--- src/rtl/triple_acc.sv ---
// Batch accumulator: sums N_SAMPLES handshaked samples, then holds the result until taken downstream.
// Define TRIPLE_ACC_SATURATE_EN to clamp on overflow; otherwise the sum wraps.
module triple_acc #(
  parameter int N_SAMPLES = 8,
  parameter int SUM_W     = 12
) (
  input  logic             clk,
  input  logic             rst,
  input  logic             in_valid,
  output logic             in_ready,
  input  logic [9:0]       in_data,
  output logic             out_valid,
  input  logic             out_ready,
  output logic [SUM_W-1:0] out_sum,
  output logic             out_ovf,
  output logic [3:0]       cnt
);

  typedef enum logic [1:0] {IDLE, ACC, DONE} state_t;

  state_t           state, state_nx;
  logic [SUM_W-1:0] sum;
  logic             ovf;
  // One bit wider than cnt so that N_SAMPLES=16 can be reached without wrapping.
  logic [4:0]       count;
  logic [SUM_W:0]   add;
  logic             take;
  logic             last;

  assign in_ready  = (state != DONE);
  assign out_valid = (state == DONE);
  assign take      = in_valid && in_ready;
  assign add       = {1'b0, sum} + (SUM_W+1)'(in_data);
  assign last      = ((count + 5'd1) == 5'(N_SAMPLES));

  assign out_sum = sum;
  assign out_ovf = ovf;
  assign cnt     = count[3:0];

  always_ff @(posedge clk) begin
    if (rst) state <= IDLE;
    else     state <= state_nx;
  end

  always_comb begin
    state_nx = state;
    case (state)
      IDLE, ACC: if (take) state_nx = last ? DONE : ACC;
      DONE:      if (out_ready) state_nx = IDLE;
      default:   state_nx = IDLE;
    endcase
  end

  always_ff @(posedge clk) begin
    if (rst) begin
      sum   <= '0;
      ovf   <= 1'b0;
      count <= '0;
    end else if (take && state == IDLE) begin
      sum   <= SUM_W'(in_data);
      ovf   <= 1'b0;
      count <= 5'd1;
    end else if (take) begin
      count <= count + 5'd1;
      if (add[SUM_W]) ovf <= 1'b1;
`ifdef TRIPLE_ACC_SATURATE_EN
      // Once clamped, the sum stays pinned at full scale for the rest of the batch.
      if (add[SUM_W] || ovf) sum <= '1;
      else                   sum <= add[SUM_W-1:0];
`else
      sum <= add[SUM_W-1:0];
`endif
    end else if (state == DONE && out_ready) begin
      count <= '0;
    end
  end

endmodule

--- config.mk ---
export PLATFORM = sky130hd
export DESIGN_NAME = triple_acc
export DESIGN_NICKNAME = d
export VERILOG_FILES = /design/src/rtl/triple_acc.sv
export SDC_FILE = /design/constraint.sdc
export NUM_CORES = 1
export LEC_CHECK = 0
export BUFFER_PORTS_ARGS = -buffer_cell sky130_fd_sc_hd__buf_4
export CAP_MARGIN = 20
export CORE_ASPECT_RATIO = 1.75
export CORE_MARGIN = 1.5
export CORE_UTILIZATION = 39
export DETAILED_ROUTE_END_ITERATION = 6
export PLACE_DENSITY = 0.72
export RECOVER_POWER = 25
export SYNTH_ARGS = -nofsm -noshare
export SYNTH_HDL_FRONTEND = slang
export SYNTH_SLANG_ARGS = --single-unit
--- constraint.sdc ---
create_clock -name clk -period 2.1 [get_ports clk]
set_input_delay 0.105 -clock clk [delete_from_list [all_inputs] [get_ports clk]]
set_output_delay 0.105 -clock clk [all_outputs]
set_load 0.05 [all_outputs]
==> results.py <==
metrics = {
    "logic_synthesis": {
        "ys_seq_elements": 20,
        "syn_inst": 179,
        "ys_seq_area_share_pct": 27.9,
        "yosysTopAreaCell": "dfxtp_1",
        "syn_nets": 205,
        "synth_top_area_share_pct": 27.9,
        "synthesis.area_um2": 1430,
        "ys_types": 50,
        "yosys_warnings": 0,
        "synth_area_leaders": "dfxtp_1, ha_1, a21oi_1",
        "syn_avg_cell_area_um2": 8.00,
    },
    "routing": {
        "ant_nets": 0,
        "first_pass_iters": 5,
        "drc_errors": 0,
        "via_per_inst": 5.66,
        "drt-total-wl_um": 3590,
        "vias": 1438,
        "drt_iter0_markers": 45,
        "wire_per_inst_um": 14.1,
    },
    "global_routing": {
        "grt_overflow": 0,
        "grt_usage_pct": 18.7,
        "grt_pass1_vias": 1373,
        "grt_antenna_before_repair": 0,
        "grt_max_degree": 18,
        "grt_pass1_wl_um": 6060,
    },
    "setup_path": {
        "path_max_fanout": 3,
        "slowest_delay_ns": 0.44,
        "crit_path_top_delay_cell": "fa_1",
        "crit_path_end_kind": "register",
        "critical_path_required_ns": 2.25,
        "crit_path_start": "out_sum[0]",
        "critical_path_class": "register to register",
        "crit_chain": "ha_1 > fa_1 > a211oi_2 > o2111ai_1 > a311oi_1 > o41ai_1",
        "worst_setup_path_start_kind": "register",
        "cp_data_arrival_time_ns": 2.16,
        "rr_startpoint": "out_sum[0]",
    },
    "hold_path": {
        "hold_path_class": "primary input to register",
        "hold_start": "in_data[0]",
    },
    "sta": {
        "rsz0062_at_grt": "no",
        "skew_ns": 0.00456,
        "tightestPinTransition_ns": 0.596,
        "drv_slew": 0,
        "layout_setup_ws_ns": 0.0976,
        "fmax_ghz": 0.499,
        "hold_ws_ns": 0.111,
        "finalHoldViolations": 0,
        "min_period_ns": 2.00,
        "setup_viol": 0,
        "relSlewSlack_pct": 60.5,
        "fin_setup_tns_ns": 0,
        "finalCritPeriodShare_pct": 95.4,
    },
    "power": {
        "power.internal_w": 0.000802,
        "pwr-share-clk_pct": 33.0,
        "p_sw_share_pct": 33.6,
        "seqPwrFrac_pct": 35.2,
        "pwr-share-comb_pct": 31.8,
        "total_power_w": 0.00121,
        "p_sw_w": 0.000406,
        "cellPowerDensity_nw_per_um2": 695,
        "power.leakage_nw": 0.737,
        "ir_worst_vdd_v": 0.000408,
    },
    "floorplanning": {
        "dieArea_um2": 4060,
        "dieWidth_um": 48.8,
        "start_util_pct": 40.3,
        "io_pins": 33,
        "rows": 29,
        "die_y_um": 83.2,
        "core_area_um2": 3560,
    },
    "placed_design": {
        "portBuffers": 32,
        "hpwlAfterDp_um": 2740,
        "place_ws_ns": 0.161,
        "gp_congestion": 0.869,
    },
    "cts": {
        "htreeDepth": 1,
        "clk_latency_ns": 0.27,
        "cts.clk_slew.worst_paths_ns": 0.08,
        "cts_tree": "done",
        "root_buffer": "clkbuf_8",
        "clockBufferDepth": 2,
        "post-cts-setup-buffer-count": 0,
        "cts_hold_buf": 0,
        "cts_resized": 0,
        "cts_sinks": 20,
        "numCtsBuffers": 3,
    },
    "run_status": {
        "outcome": "finished, final reports clean",
    },
    "cells_and_area": {
        "drive_gt1_share_pct": 20.2,
        "final_core_util_pct": 48.9,
        "n_antenna_cell": 0,
        "nNetsFinal": 235,
        "syn_to_final_growth_pct": 21.3,
        "multiInputGateArea_um2": 950,
        "fillers": 383,
        "regArea_um2": 404,
    },
    "run": {
        "cap_violations": 0,
    },
}
## sequential cells by signal, indices dropped and copies added (netlist names)
signal and cells:
out_ovf 1, count 5, state 2, out_sum 12
## cell type report
| cell class | instances | area share [%] |
|---|---|---|
| Clock buffer | 3 | 2.38 |
| Multi-Input combinational cell | 142 | 54.6 |
| Tap cell | 46 | 3.31 |
| Clock inverter | 1 | 1.73 |
| Timing Repair Buffer | 35 | 13.2 |
| Inverter | 7 | 1.51 |
| Sequential cell | 20 | 23.3 |
## path summary, 6_finish.rpt
path | endpoint | slack (ns) | cells after the start
worst max-delay path | out_ovf | 0.1 | 6
worst min-delay path | out_sum[0] | 0.11 | 3
worst max register to register | out_ovf | 0.1 | 6
worst min register to register | out_ovf | 0.47 | 2
## power by group through the flow
stage	clock (W)	combinational [W]	sequential, W
5_1_grt	0.000421	0.000415	0.000430
2_1_floorplan	0	0.000227	0.000496
3_3_place_gp	0	0.000388	0.000434
4_1_cts	0.000400	0.000395	0.000426
3_5_place_dp	0	0.000393	0.000435
6_report	0.000398	0.000384	0.000425
## layout by cell type (no fill, tap or decap), types with 2 or more instances in the layout
cell type and count:
a21oi_1 16, nand3_1 5, nor2_1 20, a211oi_1 4, nand2_1 16, o31ai_1 2
a22oi_1 3, xnor2_1 4, nand2b_1 5, clkbuf_8 3, nor3_1 4, o22ai_1 5
clkbuf_1 9, buf_4 26, or3_1 2, dfxtp_1 17, inv_1 7, dfxtp_2 3
ha_1 11, o21ai_0 8, a311oi_1 4, o21ai_1 2, mux2i_1 3
## stage by stage
stage	cell area (um2)	instances
finish	1740	254
global route	1740	254
CTS	1770	254
detailed placement	1700	250
global placement	1700	250
floorplan	1440	179
## per-layer routing
metal  vias to the layer above  wire, um  global-route usage, %  share of wire, %
met1                       669      1480                   21.1                41
met3                         8       157                   1.98               4.4
met5                         -         0                      0                 0
met4                         0        89                   10.1               2.5
li1                        715         -                      -                 -
met2                        46      1860                   33.4                52
## synth_stat cells, drive strengths merged
library cell / number
o31ai: 2
a22oi: 3
a41oi: 1
o2111ai: 1
buf: 7
nand4: 1
nand4b: 1
a31oi: 1
nor4: 1
nand2: 16
clkbuf: 3
mux2i: 3
o21ai: 11
nand2b: 5
a311oi: 4
and2b: 1
a21o: 3
a2111oi: 1
a21oi: 17
a22o: 1
and3: 1
inv: 7
a211oi: 5
nor2b: 2
nor2: 20
and2: 1
nand3: 5
or3: 2
nand3b: 1
o22ai: 5
o21a: 1
o41ai: 2
or2: 1
o2bb2ai: 1
xor2: 1
o211ai: 1
xnor2: 4
nor3: 4
ha: 11
fa: 1
dfxtp: 20
## critical path, delay by kind of cell (launching register included)
kind            cells  cell delay, ns
fa+ha+maj           2            0.66
flops               1            0.33
compound gates      4            0.90
## kinds of logic after synthesis
logic type / after synthesis / share of synthesized area [%]
and+or+nand+nor: 62 / 20.5
DFF: 20 / 27.9
xor gates and xnor gates: 5 / 3.06
adders and majority gates: 12 / 11.0
buffers and inverters: 17 / 5.76
AOI/OAI and AO/OA: 60 / 29.6
muxes: 3 / 2.10
Power figures use the tool's default switching activity.
